<file path="src/rtl/mine_pkg.sv">
// Shared encodings for the minesweeper game controller: FSM states,
// cursor move directions and externally visible game states.
package mine_pkg;

    localparam logic [2:0] ST_IDLE   = 3'd0;
    localparam logic [2:0] ST_PLAY   = 3'd1;
    localparam logic [2:0] ST_MOVE   = 3'd2;
    localparam logic [2:0] ST_REVEAL = 3'd3;
    localparam logic [2:0] ST_FLOOD  = 3'd4;
    localparam logic [2:0] ST_CHECK  = 3'd5;
    localparam logic [2:0] ST_WIN    = 3'd6;
    localparam logic [2:0] ST_LOSE   = 3'd7;

    localparam logic [1:0] DIR_RIGHT = 2'b00;
    localparam logic [1:0] DIR_UP    = 2'b01;
    localparam logic [1:0] DIR_LEFT  = 2'b10;
    localparam logic [1:0] DIR_DOWN  = 2'b11;

    localparam logic [1:0] GS_IDLE = 2'b00;
    localparam logic [1:0] GS_PLAY = 2'b01;
    localparam logic [1:0] GS_WIN  = 2'b10;
    localparam logic [1:0] GS_LOSE = 2'b11;

endpackage

</file>
<file path="src/rtl/mine_flood_step.sv">
// One combinational flood-fill pass: every revealed, bomb-free, zero-count
// cell exposes its in-bounds 8-neighbours (bombs are never exposed).
module mine_flood_step
    import mine_pkg::*;
#(
    parameter int GRID_SIZE  = 3,
    parameter int STATE_SIZE = 4,
    localparam int N = GRID_SIZE * GRID_SIZE
) (
    input  logic [N-1:0]            reveal_grid,
    input  logic [N-1:0]            bomb_grid,
    input  logic [STATE_SIZE*N-1:0] states,
    output logic [N-1:0]            next_grid
);

    localparam logic [N-1:0] ONE = N'(1);

    // Neighbour set of cell k; adjacency is symmetric, so it doubles as the source set.
    function automatic logic [N-1:0] adj_mask(input int k);
        logic [N-1:0] m;
        int r;
        int c;
        m = '0;
        for (int dr = -1; dr <= 1; dr++) begin
            for (int dc = -1; dc <= 1; dc++) begin
                r = k / GRID_SIZE + dr;
                c = k % GRID_SIZE + dc;
                if (!(dr == 0 && dc == 0) && r >= 0 && r < GRID_SIZE && c >= 0 && c < GRID_SIZE)
                    m = m | (ONE << (r * GRID_SIZE + c));
            end
        end
        return m;
    endfunction

    logic [N-1:0] zero_src;

    for (genvar k = 0; k < N; k++) begin : g_src
        assign zero_src[k] = reveal_grid[k] & ~bomb_grid[k]
                           & (states[k*STATE_SIZE +: STATE_SIZE] == '0);
    end

    for (genvar j = 0; j < N; j++) begin : g_dst
        localparam logic [N-1:0] ADJ = adj_mask(j);
        assign next_grid[j] = reveal_grid[j] | (~bomb_grid[j] & (|(zero_src & ADJ)));
    end

endmodule

</file>
<file path="src/rtl/mine_game_ctrl.sv">
// Minesweeper game controller: owns the bomb/reveal/cursor grids, drives the
// board's move strobe and sequences reveal, flood-fill and win/lose checks.
module mine_game_ctrl
    import mine_pkg::*;
#(
    parameter int GRID_SIZE  = 3,
    parameter int STATE_SIZE = 4,
    localparam int N  = GRID_SIZE * GRID_SIZE,
    localparam int CW = $clog2(N + 1)
) (
    input  logic                    clk,
    input  logic                    resetn,
    input  logic                    start,
    input  logic [N-1:0]            bomb_map,
    input  logic                    btn_move,
    input  logic [1:0]              btn_dir,
    input  logic                    btn_reveal,
    output logic [N-1:0]            bombGrid,
    output logic [N-1:0]            revealGrid,
    output logic [N-1:0]            cursorGrid,
    output logic                    move,
    output logic [1:0]              dir,
    input  logic [STATE_SIZE*N-1:0] states,
    input  logic [N-1:0]            nextCursorGrid,
    output logic [1:0]              game_state,
    output logic                    busy,
    output logic [CW-1:0]           reveal_count
);

    logic [2:0]    st, st_nx;
    logic [N-1:0]  bomb_nx, reveal_nx, cursor_nx, flood_grid, zero_cells;
    logic          move_nx;
    logic [1:0]    dir_nx;
    logic [CW-1:0] pass_cnt, pass_nx;
    logic          cur_bomb, cur_zero, cur_seen;

    mine_flood_step #(.GRID_SIZE(GRID_SIZE), .STATE_SIZE(STATE_SIZE)) u_flood (
        .reveal_grid (revealGrid),
        .bomb_grid   (bombGrid),
        .states      (states),
        .next_grid   (flood_grid)
    );

    for (genvar k = 0; k < N; k++) begin : g_zero
        assign zero_cells[k] = (states[k*STATE_SIZE +: STATE_SIZE] == '0);
    end

    // Cursor is one-hot, so masking selects the single cursor cell.
    assign cur_bomb = |(bombGrid & cursorGrid);
    assign cur_zero = |(zero_cells & cursorGrid);
    assign cur_seen = |(revealGrid & cursorGrid);

    always_comb begin
        st_nx     = st;
        bomb_nx   = bombGrid;
        reveal_nx = revealGrid;
        cursor_nx = cursorGrid;
        move_nx   = 1'b0;
        dir_nx    = dir;
        pass_nx   = pass_cnt;
        if (start) begin
            st_nx     = ST_PLAY;
            bomb_nx   = bomb_map;
            reveal_nx = '0;
            cursor_nx = N'(1);
        end else begin
            case (st)
                ST_PLAY: begin
                    if (btn_reveal) begin
                        st_nx = ST_REVEAL;
                    end else if (btn_move) begin
                        st_nx   = ST_MOVE;
                        move_nx = 1'b1;
                        dir_nx  = btn_dir;
                    end
                end
                ST_MOVE: begin
                    if (|nextCursorGrid) cursor_nx = nextCursorGrid;
                    st_nx = ST_PLAY;
                end
                ST_REVEAL: begin
                    if (cur_seen) begin
                        st_nx = ST_PLAY;
                    end else begin
                        reveal_nx = revealGrid | cursorGrid;
                        if (cur_bomb) begin
                            st_nx     = ST_LOSE;
                            reveal_nx = reveal_nx | bombGrid;
                        end else if (cur_zero) begin
                            st_nx   = ST_FLOOD;
                            pass_nx = '0;
                        end else begin
                            st_nx = ST_CHECK;
                        end
                    end
                end
                ST_FLOOD: begin
                    pass_nx = pass_cnt + CW'(1);
                    if (flood_grid == revealGrid) begin
                        st_nx = ST_CHECK;
                    end else begin
                        reveal_nx = flood_grid;
                        if (pass_cnt == CW'(N - 1)) st_nx = ST_CHECK;
                    end
                end
                ST_CHECK: begin
                    if (int'(reveal_count) == N - $countones(bombGrid)) st_nx = ST_WIN;
                    else st_nx = ST_PLAY;
                end
                ST_LOSE: reveal_nx = revealGrid | bombGrid;
                default: ;
            endcase
        end
    end

    // reveal_count is registered from the same next value as revealGrid so they never disagree.
    always_ff @(posedge clk) begin
        if (!resetn) begin
            st           <= ST_IDLE;
            bombGrid     <= '0;
            revealGrid   <= '0;
            cursorGrid   <= '0;
            move         <= 1'b0;
            dir          <= DIR_RIGHT;
            pass_cnt     <= '0;
            reveal_count <= '0;
        end else begin
            st           <= st_nx;
            bombGrid     <= bomb_nx;
            revealGrid   <= reveal_nx;
            cursorGrid   <= cursor_nx;
            move         <= move_nx;
            dir          <= dir_nx;
            pass_cnt     <= pass_nx;
            reveal_count <= CW'($countones(reveal_nx));
        end
    end

    always_comb begin
        busy       = 1'b0;
        game_state = GS_PLAY;
        case (st)
            ST_IDLE: game_state = GS_IDLE;
            ST_WIN:  game_state = GS_WIN;
            ST_LOSE: game_state = GS_LOSE;
            ST_MOVE, ST_REVEAL, ST_FLOOD, ST_CHECK: busy = 1'b1;
            default: ;
        endcase
    end

endmodule

</file>
<file path="config.mk">
export PLATFORM = sky130hd
export DESIGN_NAME = mine_game_ctrl
export DESIGN_NICKNAME = d
export VERILOG_FILES = /design/src/rtl/mine_pkg.sv /design/src/rtl/mine_flood_step.sv /design/src/rtl/mine_game_ctrl.sv
export SDC_FILE = /design/constraint.sdc
export NUM_CORES = 1
export LEC_CHECK = 0
export ABC_AREA = 0
export CELL_PAD_IN_SITES_DETAIL_PLACEMENT = 0
export CELL_PAD_IN_SITES_GLOBAL_PLACEMENT = 1
export CORE_MARGIN = 2
export CORE_UTILIZATION = 34
export CTS_CLUSTER_SIZE = 16
export DETAILED_ROUTE_END_ITERATION = 6
export GPL_ROUTABILITY_DRIVEN = 0
export GPL_TIMING_DRIVEN = 1
export PLACE_DENSITY_LB_ADDON = 0.1
export SYNTH_ARGS = -nofsm -noshare
export SYNTH_HDL_FRONTEND = slang
export SYNTH_HIERARCHICAL = 1
export SYNTH_SLANG_ARGS = --single-unit
</file>
<file path="constraint.sdc">
create_clock -name clk -period 6.75 [get_ports clk]
set_input_delay 1.0125 -clock clk [delete_from_list [all_inputs] [get_ports clk]]
set_output_delay 1.0125 -clock clk [all_outputs]
set_load 0.02 [all_outputs]
</file>
**Yosys cells after proc, flatten, opt, wreduce, memory -nomap -nowiden**

Cells that the tools add are included.

- Bits in registers: 41
- Input port bits: 61
- Output and inout bits: 37
- Word-level logic and storage cells: 162

- Add/sub/neg operators: 18
- Eq/ne operators: 17
- Mux-type cells: 25
- Bitwise logic cells: 55
- Reductions and logical operators: 37

Operators by type and width:

| kind | count |
|---|---|
| $logic_not A4 Y1 | 9 |
| $mux W9 | 4 |
| $reduce_or A9 Y1 | 4 |
| $and A1 B1 Y1 | 27 |
| $and A9 B9 Y9 | 3 |
| $or A9 B9 Y9 | 3 |
| $pmux W9 S3 | 1 |
| $reduce_or A5 Y1 | 4 |
| $mux W3 | 6 |
| $add A1 B1 Y2 | 8 |
| $pmux W3 S5 | 1 |
| $not A1 Y1 | 13 |
| $add A2 B2 Y3 | 4 |
| $eq A3 B3 Y1 const B | 4 |
| $mux W4 | 3 |
| $reduce_or A3 Y1 | 4 |
| $eq A9 B9 Y1 | 1 |
| $or A1 B1 Y1 | 9 |
| $add A3 B3 Y4 | 2 |
| $ne A4 B4 Y1 const B | 2 |
| $pmux W4 S2 | 1 |
| $reduce_or A4 Y1 | 2 |
| $reduce_or A8 Y1 | 1 |
| $mux W1 | 7 |
| 21 further kinds | 29 |

**Logic depth before layout (Yosys ltp)**

Gate-level depths: netlist (run 1).

- Depth after elaboration: 14
- Depth in mapped cells: 21
- Gate-level depth less buffers: 20

**By module**

The synthesis (run 1) kept the hierarchy.

Modules (own cells, without submodules):

| module | instances | cells each | area an instance (µm²) | sequential area each (µm²) |
|---|---|---|---|---|
| mine_game_ctrl | 1 | 318 | 2717.6 | 820.8 |
| mine_flood_step | 1 | 42 | 282.8 | 0.0 |

**Least setup slack after synthesis (run 1)**

OpenSTA, ideal clock, no wires.

- Path type: input port to flip-flop
- From: input states[17]
- To: register reveal_count[1]
- Library setup time: 0.067 ns
- Arrival time: 5.499 ns
- Required time: 6.683 ns
- Setup slack: 1.185 ns
- Stages on the path: 20
- Buffers on the path: 1
- Cells stage by stage: nor4_2 -> nand3b_2 -> and2_4 -> a21oi_1 -> or2_2 -> xor2_1 -> nor4_1 -> a31o_2 -> buf_6 -> o22a_1 -> a221oi_1 -> or3_1 -> fa_1 -> fa_1 -> fa_1 -> inv_1 -> fa_1 -> inv_1 -> fa_1 -> nor2_1

- Word-level cells in the longest chain between the ends: 13
- Elaborated cells between the ends (all ways): 38
- Those cells by class: add/sub: 8; eq/ne: 1; mux: 3; bitwise: 17; reduce/logical: 9

RTL lines:

| item | RTL line | source |
|---|---|---|
| start: declaration | mine_game_ctrl.sv:23 | `input logic [STATE_SIZE*N-1:0] states,` |
| $logic_not A4 Y1 * | mine_flood_step.sv:39 | `& (states[k*STATE_SIZE +: STATE_SIZE] == '0);` |
| $and A1 B1 Y1 * | mine_flood_step.sv:39 |  |
| $reduce_or A3 Y1 * | mine_flood_step.sv:44 | `assign next_grid[j] = reveal_grid[j] \| (~bomb_grid[j] & (\|(zero_src & ADJ)));` |
| $and A1 B1 Y1 * | mine_flood_step.sv:44 |  |
| $or A1 B1 Y1 * | mine_flood_step.sv:44 |  |
| via flood_grid[0] | mine_game_ctrl.sv:31 | `logic [N-1:0] bomb_nx, reveal_nx, cursor_nx, flood_grid, zero_cells;` |
| $eq A9 B9 Y1 | mine_game_ctrl.sv:99 | `if (flood_grid == revealGrid) begin` |
| $mux W9 * | mine_game_ctrl.sv:99 |  |
| $pmux W9 S3 * | mine_game_ctrl.sv:67 | `case (st)` |
| $mux W9 * | mine_game_ctrl.sv:61 | `if (start) begin` |
| $add A1 B1 Y2 (not written as such) | mine_game_ctrl.sv:135 | `reveal_count <= CW'($countones(reveal_nx));` |
| $add A2 B2 Y3 (not written as such) | mine_game_ctrl.sv:135 |  |
| $add A3 B3 Y4 (not written as such) | mine_game_ctrl.sv:135 |  |
| $add A4 B1 Y4 (not written as such) * | mine_game_ctrl.sv:135 |  |
| end signal: assignment | mine_game_ctrl.sv:135 |  |
| end: declaration | mine_game_ctrl.sv:27 | `output logic [CW-1:0] reveal_count` |

The timed path passes the listed nets; every way through them passes the cells marked *.
A chain may end at the register's enable or synchronous reset.

**Worst setup path after layout (run 1)**

- From: input states[9]
- To: register reveal_count[1]

- Word-level cells in the longest chain between the ends: 13
- Elaborated cells between the ends (all ways): 23
- Those cells by class: add/sub: 8; eq/ne: 1; mux: 3; bitwise: 7; reduce/logical: 4

RTL lines:

| item | RTL line |
|---|---|
| $logic_not A4 Y1 * | mine_flood_step.sv:39 |
| $and A1 B1 Y1 * | mine_flood_step.sv:39 |
| $reduce_or A8 Y1 * | mine_flood_step.sv:44 |
| $and A1 B1 Y1 * | mine_flood_step.sv:44 |
| $or A1 B1 Y1 * | mine_flood_step.sv:44 |
| via flood_grid[4] | mine_game_ctrl.sv:31 |
| $eq A9 B9 Y1 | mine_game_ctrl.sv:99 |
| $mux W9 * | mine_game_ctrl.sv:99 |
| $pmux W9 S3 * | mine_game_ctrl.sv:67 |
| $mux W9 * | mine_game_ctrl.sv:61 |
| $add A1 B1 Y2 (not written as such) | mine_game_ctrl.sv:135 |
| $add A2 B2 Y3 (not written as such) | mine_game_ctrl.sv:135 |
| $add A3 B3 Y4 (not written as such) | mine_game_ctrl.sv:135 |
| $add A4 B1 Y4 (not written as such) * | mine_game_ctrl.sv:135 |

Marked as above.

==> metrics, run 1 <==
dominant synthesized flop cell=dfxtp_1; Final setup viols=0; setup TNS=0 ns; largest cells by area after synthesis=dfxtp_1, mux2i_1, fa_1, nor2_1, ha_1; Post-Layout Inst Area=4170 um^2; Pint=466 uW; CTS tree=built; Worst-Skew Late Latency=0.29 ns; Layout Nets=538; vias in the first global route=2969; max frequency=between 0.15 and 0.2 GHz; die height=97.9 um; CP max FO=8; crit path kind=input pin to flop; slew margin rel.=17.7%; clk_skew=0.00916 ns; post-route core utilization=roughly 48%; hold buffers post-CTS=0; vias per inst=5.43; largest net degree at the start of global routing=22; Die ar.=9590 um^2; Sequential Power Share=40.6%; RSZ-0062 raised after global routing=false; Comb pwr share=27.5%; All-Layer GR Usage=20.1%; Die Span X=97.9 um; ANT cells=0; Post-synth EDFFs=0; P_sw=191 uW; Sw Share=roughly 29%; grt ovf=0; Critical Path Source Type=input pin; DP HPWL=7700 um; VDD IR max=approximately 150 uV; pin slew with the least headroom to its limit=1.23 ns; drt pass-1 iters=5; fin crit share=92.5%; Pins Over Slew Limit=0; CP arrival=6.47 ns; max_cap viols=0; Mapped Nets=446; Post-CTS Setup Repair Bufs=0; # IOs=98; count of input and output buffers=slightly below 100; Required @ worst endpoint=6.98 ns; Distinct cells, synth=56; total number of H-tree levels=2; power share of the clock group=31.9%; WL/cell=between 15 and 20 um; largest area contributor in the netlist=dfxtp_1; DRT antenna net count=0; clk buf depth=2; Placement Setup Slack=about 0.22 ns; Hold Path Class=flop to flop; Mapped Cells=between 300 and 400; DRC viols=0; cell area after synthesis=3000 um^2; Critical Path End Type=flop; P_leak=0.00163 uW; Seq/Total Area, Yosys=27.4%; Synth top area share=27.4%; first-pass GRT wire length=roughly 16000 um; Ys Warns=6; Starting DRT DRC Count=184; cts bufs inserted=5; initial antenna violation count=0; asr flop ratio synth=0%; Root Driver=clkbuf_8; synthesis-to-finish area growth=38.8%; CTS resizes=0; via count of the routed design=3047; clk slew on worst S/H paths=0.08 ns; power per cell area=158 nW/um^2; final worst setup slack=0.507 ns; Avg Cell Area, Syn=8.33 um^2; Core Rows=34; share of cells above drive strength 1=under 10%; minimum clock period=about 6.2 ns; clk sinks=41; Initial Util=34.7%; Routed Wire Length=9750 um; Fin. Hold Viols=0; core footprint=8640 um^2; flops & latches, synth=slightly above 40; dpl cell area=between 4000 and 5000 um^2; status=complete, no violations
-- critical path, stage by stage --
cell             delay [ns]
clkdlybuf4s50_1        0.43
nor4_1                 0.32
buf_4                  0.18
nand3b_1               0.14
nand4_1                0.14
nor2_1                 0.05
o21bai_1               0.22
xor2_1                 0.10
nor4_1                 0.39
a31o_2                 0.35
o22a_1                 0.17
a221oi_1               0.05
or3_1                  0.40
fa_1                   0.57
fa_1                   0.44
fa_1                   0.49
inv_1                  0.05
fa_1                   0.37
inv_1                  0.08
fa_1                   0.40
nor2_1                 0.10
-- final cells by class --
class,count,area (um^2)
clock buffers,7,86.3
clock inverters,1,30.0
fillers,874,4470
inverters,25,93.8
multi-input cells,281,2020
flip-flops and latches,41,821
well taps,108,135
repair buffers,98,978
-- metal layers --
metal	track usage (%)	wire length (um)	share of wire, %	up-vias
li1	-	-	-	1487
met5	0	0	0	-
met1	27.8	4540	47	1427
met3	4.15	607	6.2	14
met4	4.70	116	1.2	0
met2	32.3	4490	46	119
-- cells in the final DEF, fill, tap and decap left out, types with 3 or more instances in the layout --
cell type and n:
nor4_1 19, inv_1 25, nand4_1 6, o21bai_1 4, a221oi_1 7, or3_1 5
nor2_1 51, o21ai_0 5, nand2_1 26, a222oi_1 3, or2_0 3, clkbuf_8 6
or2_2 6, xor2_1 13, dfxtp_1 41, a21oi_1 6, a22oi_1 5, mux2i_1 21
nand3b_1 9, ha_1 15, a31oi_1 5, fa_1 10, clkdlybuf4s50_1 97, nand3_1 7
o22a_1 5, nor3_1 14
-- state kept, by name (all words and copies together) (netlist names) --
signal        flops
dir               2
revealGrid        9
reveal_count      4
pass_cnt          4
move              1
bombGrid          9
st                3
cursorGrid        9
-- per-stage QoR --
stage	instances	total power (uW)	hold WS, ns
2_1_floorplan	360	373	0.480
3_3_place_gp	553	452	0.481
3_5_place_dp	553	453	0.500
4_1_cts	561	664	0.517
5_1_grt	561	695	0.535
6_report	561	657	0.513
-- cell usage after synthesis (5+ instances only) --
master     n
or2_2      6
o21ai_0    5
xor2_1    13
inv_1     25
nand2_1   26
nor3_1    14
a221oi_1   7
a21oi_1    6
ha_1      15
fa_1      10
clkbuf_1   6
or3_1      5
o22a_1     5
a31oi_1    5
nor2_1    51
nand3b_1   9
nand4_1    6
dfxtp_1   41
a22oi_1    5
nor4_1    19
nand3_1    7
mux2i_1   21
-- power by group through the flow --
stage	Clock [uW]	Sequential (uW)	Combinational (uW)
after floorplan	0	268	105
after global placement	0	273	180
after detailed placement	0	272	181
after CTS	215	266	182
after global routing	225	268	202
final	210	267	181
-- worst paths after layout --
check / cells past startpoint / end / start / slack, ns
worst max-delay path: 21 / reveal_count[1]$_SDFF_PN0_ / states[9] / 0.51
worst max register to register: 18 / reveal_count[1]$_SDFF_PN0_ / bombGrid[4]$_SDFFE_PN0P_ / 1.31
worst min register to register: 2 / dir[1]$_SDFFE_PN0P_ / dir[1]$_SDFFE_PN0P_ / 0.51
worst min-delay path: 2 / dir[1]$_SDFFE_PN0P_ / dir[1]$_SDFFE_PN0P_ / 0.51
-- cell families after synthesis --
group | Yosys count | synth area share (%)
compound gates | 59 | 15.4
xor+xnor | 15 | 4.38
fa+ha+maj | 25 | 12.9
buf+inv | 38 | 5.30
flops | 41 | 27.4
mux | 21 | 7.01
simple gates | 161 | 27.6
Note: power is estimated with default switching activity, not from simulation.
==> run 2: changes to the inputs <==
- CORE_UTILIZATION: 34 -> 30
- SLEW_MARGIN: default -> 15
==> metrics, run 2 (synthesis gave the netlist of run 1 again) <==
Fillers=991 (+13%); cts bufs inserted=5 (unchanged); RSZ-0062 raised after global routing=false; share of cells above drive strength 1=5.95% (+0.65 points); vias per inst=5.23 (-3.6%); Hold Path Class=flop to flop; clk sinks=41 (unchanged); Critical Path End Type=flop; hold buffers post-CTS=0 (unchanged); power per cell area=156 nW/um^2 (-0.88%); CP dominant cell by count=fa_1; crit path kind=input pin to flop; P_leak=0.00164 uW (+0.31%); clk slew on worst S/H paths=0.09 ns (about the same); Die Span X=104 um (+6.2%); CTS tree=built; Multi-input gate area=2030 um^2 (+0.31%); Fin. Hold Viols=0 (unchanged); max_cap viols=0 (unchanged); minimum clock period=6.23 ns (-0.0131 ns); grt ovf=0 (unchanged); DRT antenna net count=0 (unchanged); pin slew with the least headroom to its limit=0.734 ns (-0.494 ns); Sw Share=30.6% (+1.5 points); Routed Wire Length=10100 um (+3.7%); Layout Nets=539 (+0.19%); VDD IR max=71.1 uV (-53%); core footprint=9730 um^2 (+13%); CP Cell Sequence=clkdlybuf4s50_1 > nor4_1 > nand3b_1 > and2_4 > a21oi_1 > or2_2 > xor2_1 > nor4_1 > a31o_2 > o22a_1 > a221oi_1 > or3_1 > fa_1 > fa_1 > fa_1 > inv_1 > fa_1 > inv_1 > fa_1 > nor2_1; sequential cell area=821 um^2 (unchanged); largest net degree at the start of global routing=22 (unchanged); P_sw=201 uW (+5.3%); commonest non-fill, non-tap cell in the layout=clkdlybuf4s50_1; drt pass-1 iters=6 (+1); Critical Path Source Type=input pin; clk_skew=0.00805 ns (-0.00111 ns); Pins Over Slew Limit=0 (unchanged); Sequential Power Share=40.4% (-0.2 points); CP max FO=8 (unchanged); via count of the routed design=3072 (+0.82%); vias in the first global route=3059 (+3.0%); CTS resizes=0 (unchanged); Worst path top cell family by delay=adder cells; Die ar.=10800 um^2 (+13%); CP peak stage delay=0.56 ns (about the same); dpl cells=579 (+4.7%); setup TNS=0 ns (unchanged); fin crit share=92.3% (-0.19 points); Bufs and invs on worst path=3 (-1); Root Driver=clkbuf_8; CP max-delay cell=fa_1; Starting DRT DRC Count=187 (+1.6%); Final setup viols=0 (unchanged); Pint=457 uW (-2.0%); Cell Count, Final, Fillers Out=587 (+4.6%); die height=104 um (+6.2%); power share of the clock group=31.9% (about the same); most frequent cells in the layout=clkdlybuf4s50_1, nor2_1, dfxtp_1, nand2_1, inv_1; first-pass GRT wire length=16300 um (+5.0%); Required @ worst endpoint=6.98 ns (about the same); WL/cell=17.2 um (-0.92%); CP arrival=6.46 ns (about the same); synthesis-to-finish area growth=40.2%; Core Rows=36 (+5.9%); DP HPWL=7910 um (+2.8%); Fin Hold WS=0.509 ns (-0.00385 ns); top flop regs=bombGrid: 9 flops, cursorGrid: 9 flops, revealGrid: 9 flops; max frequency=0.161 GHz (+0.21%); status=complete, no violations; initial antenna violation count=0 (unchanged); clk buf depth=2 (unchanged); # IOs=98 (unchanged); slew margin rel.=50.9% (+33 points); Comb pwr share=27.7% (+0.2 points); ANT cells=0 (unchanged); DRC viols=0 (unchanged); Worst-Skew Late Latency=0.30 ns (about the same); Post-CTS Setup Repair Bufs=0 (unchanged); count of input and output buffers=97 (unchanged); All-Layer GR Usage=18.7% (-1.4 points); Initial Util=30.8% (-3.9 points); total number of H-tree levels=2 (unchanged)
[run 2: cell count changes in the layout (fill, tap and decap cells not counted)]
cell      delta
inv_6        +1
a31oi_2      +1
clkinv_2     +1
a31oi_1      -1
clkbuf_1     -1
buf_4        +1
clkbuf_8     -1
[run 2: power groups by stage]
| stage | logic, uW | clock network (uW) | registers (uW) |
|---|---|---|---|
| final | 182 | 210 | 266 |
| after global routing | 203 | 223 | 267 |
| after CTS | 184 | 215 | 266 |
| after detailed placement | 183 | 0 | 271 |
| after global placement | 182 | 0 | 272 |
| after floorplan | 105 | 0 | 268 |
[run 2: final cells by class]
class	count	area share (%)
clock inverter	3	1.04
inverter	25	2.23
sequential	41	19.5
timing repair buffer	99	23.4
tap	133	3.96
multi-input combinational	281	48.2
clock buffer	5	1.64
[run 2: worst reg2reg max path, stage by stage, from the launching register on]
cell and delay (ns):
dfxtp_1 0.53, nand3b_1 0.27, nand4_1 0.16, nor2b_1 0.17, o21bai_1 0.10, xor2_1 0.20
nor4_1 0.44, a31o_2 0.36, o22a_1 0.18, a221oi_1 0.05, or3_1 0.40, fa_1 0.56
fa_1 0.43, fa_1 0.49, inv_1 0.05, fa_1 0.37, inv_1 0.08, fa_1 0.41
nor2_1 0.11
[run 2: per-stage QoR]
stage / setup WS, ns / cell area [um^2] / utilization, % / total power [uW]
floorplan: 1.18 / 3000 / - / 373
global placement: 0.317 / 4090 / 42.0 / 453
detailed placement: 0.248 / 4090 / 42.0 / 454
CTS: 0.550 / 4200 / 43.2 / 665
global route: 0.230 / 4210 / 43.2 / 694
finish: 0.520 / 4210 / 43.2 / 658
[run 2: worst paths after layout]
check / from / end / slack [ns] / cells past startpoint
setup / recovery: states[13] / reveal_count[1]$_SDFF_PN0_ / 0.52 / 20
hold / removal: dir[0]$_SDFFE_PN0P_ / dir[0]$_SDFFE_PN0P_ / 0.51 / 2
setup reg to reg: bombGrid[5]$_SDFFE_PN0P_ / reveal_count[1]$_SDFF_PN0_ / 1.32 / 18
hold reg to reg: dir[0]$_SDFFE_PN0P_ / dir[0]$_SDFFE_PN0P_ / 0.51 / 2
[run 2: layer usage]
| metal | vias to the layer above | global-route usage (%) | wire length [um] |
|---|---|---|---|
| li1 | 1494 | - | - |
| met3 | 21 | 4.26 | 596 |
| met4 | 0 | 4.83 | 215 |
| met2 | 114 | 30.1 | 4500 |
| met1 | 1443 | 25.4 | 4800 |
| met5 | - | 0 | 0 |
==> run 3: changes to the inputs <==
- ABC_AREA: 0 -> 1
- ABC_CLOCK_PERIOD_IN_PS: default -> 6750
==> metrics, run 3 <==
status=complete, no violations; initial antenna violation count=0 (unchanged); die height=110 um (+5.4%); Fin. Hold Viols=0 (unchanged); FF-to-FF setup slack=2.24 ns (+0.92 ns); dominant synthesized flop cell=dfxtp_1; Die ar.=12000 um^2 (+11%); # IOs=98 (unchanged); Post-Synth Adder-Cell Area=11.6% (-1.3 points); Starting DRT DRC Count=310 (+66%); count of input and output buffers=97 (unchanged); setup TNS=0 ns (unchanged); CTS resizes=0 (unchanged); Routed Wire Length=11600 um (+14%); P_leak=0.00199 uW (+22%); ANT cells=0 (unchanged); Pins Over Slew Limit=0 (unchanged); via count of the routed design=3736 (+22%); All-Layer GR Usage=19.8% (+1.1 points); Hold Path Class=flop to flop; commonest non-fill, non-tap cell in the layout=nand2_1; Core Rows=38 (+5.6%); largest net degree at the start of global routing=19 (-14%); drt pass-1 iters=5 (-1); Layout Nets=728 (+35%); pin slew with the least headroom to its limit=0.818 ns (+0.0837 ns); Die Span X=110 um (+5.4%); DRT antenna net count=0 (unchanged); Distinct cells, synth=34 (-39%); CTS tree=built; clk sinks=41 (unchanged); Synth top area share=24.5% (-2.8 points); CP arrival=5.09 ns (-1.37 ns); grt ovf=0 (unchanged); CP max FO=4 (-4); Seq/Total Area, Yosys=24.5% (-2.8 points); Avg Cell Area, Syn=6.13 um^2 (-26%); hold buffers post-CTS=0 (unchanged); minimum clock period=4.86 ns (-1.37 ns); Ys Warns=6 (unchanged); WL/cell=14.8 um (-14%); max frequency=0.206 GHz (+28%); Initial Util=30.9% (about the same); RSZ-0062 raised after global routing=false; max_cap viols=0 (unchanged); Mapped Nets=632 (+42%); most frequent cells in the layout=nand2_1, nor2_1, clkdlybuf4s50_1, inv_1, nand3_1; cts bufs inserted=5 (unchanged); total chip power=789 uW (+20%); Final setup viols=0 (unchanged); Post-synth EDFFs=0 (unchanged); DP HPWL=9520 um (+20%); Mapped Cells=546 (+52%); asr flop ratio synth=0% (unchanged); vias per inst=4.77 (-8.8%); Synth top cells by count=nand2_1, nor2_1, inv_1; post-synthesis xor/xnor area fraction=2.88% (-1.5 points); first-pass GRT wire length=18300 um (+12%); Compound-Gate Fraction of Synth Area=11.5% (-3.9 points); core footprint=10800 um^2 (+11%); largest area contributor in the netlist=dfxtp_1; mux contribution to synthesized area=0% (-7.0 points); cell area after synthesis=3350 um^2 (+12%); Fin Hold WS=0.454 ns (-0.0556 ns); largest cells by area after synthesis=dfxtp_1, nand2_1, nor2_1, inv_1, nand3_1; final worst setup slack=1.89 ns (+1.37 ns); crit path kind=input pin to flop; Root Driver=clkbuf_8; slew margin rel.=45.2% (-5.8 points); Required @ worst endpoint=6.98 ns (about the same); VDD IR max=89.3 uV (+26%); Post-CTS Setup Repair Bufs=0 (unchanged); share of cells above drive strength 1=4.04% (-1.9 points); Worst-Skew Late Latency=0.30 ns (about the same); synthesis-to-finish area growth=35.7%; fin crit share=72.0% (-20 points); Critical Path Source Type=input pin; largest family of logic cells by synthesized area=simple AND/OR/NAND/NOR gates; most common cell in the synthesized netlist=nand2_1; clk_skew=0.00859 ns (+0.000542 ns); flops & latches, synth=41 (unchanged); vias in the first global route=3586 (+17%); Synth Area in Simple Gates=39.4% (+12 points); clk buf depth=2 (unchanged); clk slew on worst S/H paths=0.09 ns (about the same); total number of H-tree levels=2 (unchanged); DRC viols=0 (unchanged); Critical Path End Type=flop; top flop regs=bombGrid: 9 flops, cursorGrid: 9 flops, revealGrid: 9 flops; power per cell area=174 nW/um^2 (+11%); Placement Setup Slack=1.59 ns (+1.34 ns)
## run 3: routing by layer
metal	vias to the layer above	global-route usage [%]	routed length [um]
met5	-	0	0
met1	1674	26.5	5360
met3	17	2.96	651
li1	1935	-	-
met2	110	32.4	5240
met4	0	7.05	306
## run 3: worst paths after layout
check                            from                    endpoint  cells after the start
setup / recovery           states[21]  reveal_count[1]$_SDFF_PN0_                     17
hold / removal    dir[1]$_SDFFE_PN0P_         dir[1]$_SDFFE_PN0P_                      2
setup reg to reg   st[2]$_SDFFE_PP0P_  reveal_count[1]$_SDFF_PN0_                     14
hold reg to reg   dir[1]$_SDFFE_PN0P_         dir[1]$_SDFFE_PN0P_                      2
## run 3: kinds of logic (layout without fill, tap and decap cells)
kind of cell / after synthesis / count (layout)
flops: 41 / 41
xor+xnor: 11 / 11
fa+ha+maj: 25 / 25
simple gates: 310 / 310
buf+inv: 86 / 183
compound gates: 73 / 73
## run 3: worst max-delay path, cell delays in order
cell	delay (ns)
clkdlybuf4s50_1	0.42
nor2_1	0.12
nand3_1	0.19
nand3_1	0.14
nor2_1	0.04
o21ai_0	0.33
nand2_1	0.10
nand3_1	0.13
nand3_1	0.12
fa_1	0.55
fa_1	0.43
fa_1	0.49
inv_1	0.05
fa_1	0.39
inv_1	0.08
fa_1	0.40
nor2_1	0.10
## run 3: report_power, final
part           internal [uW]  switching [uW]  total [uW]
Clock                   73.0            93.4         166
Combinational            150             187         337
Sequential               258            28.1         286
## run 3: stage by stage
step,utilization [%],area [um^2],instances
floorplan,-,3350,546
finish,41.9,4540,783
CTS,41.9,4540,783
global route,41.9,4540,783
global placement,41.1,4450,775
detailed placement,41.1,4450,775
## run 3: layout make-up
class,count,area (um^2)
clock buffer,6,72.6
clock inverter,2,15.0
fill,1209,6300
inverter,77,289
multi-input combinational,419,2190
sequential,41,821
tap,140,175
timing repair buffer,98,978
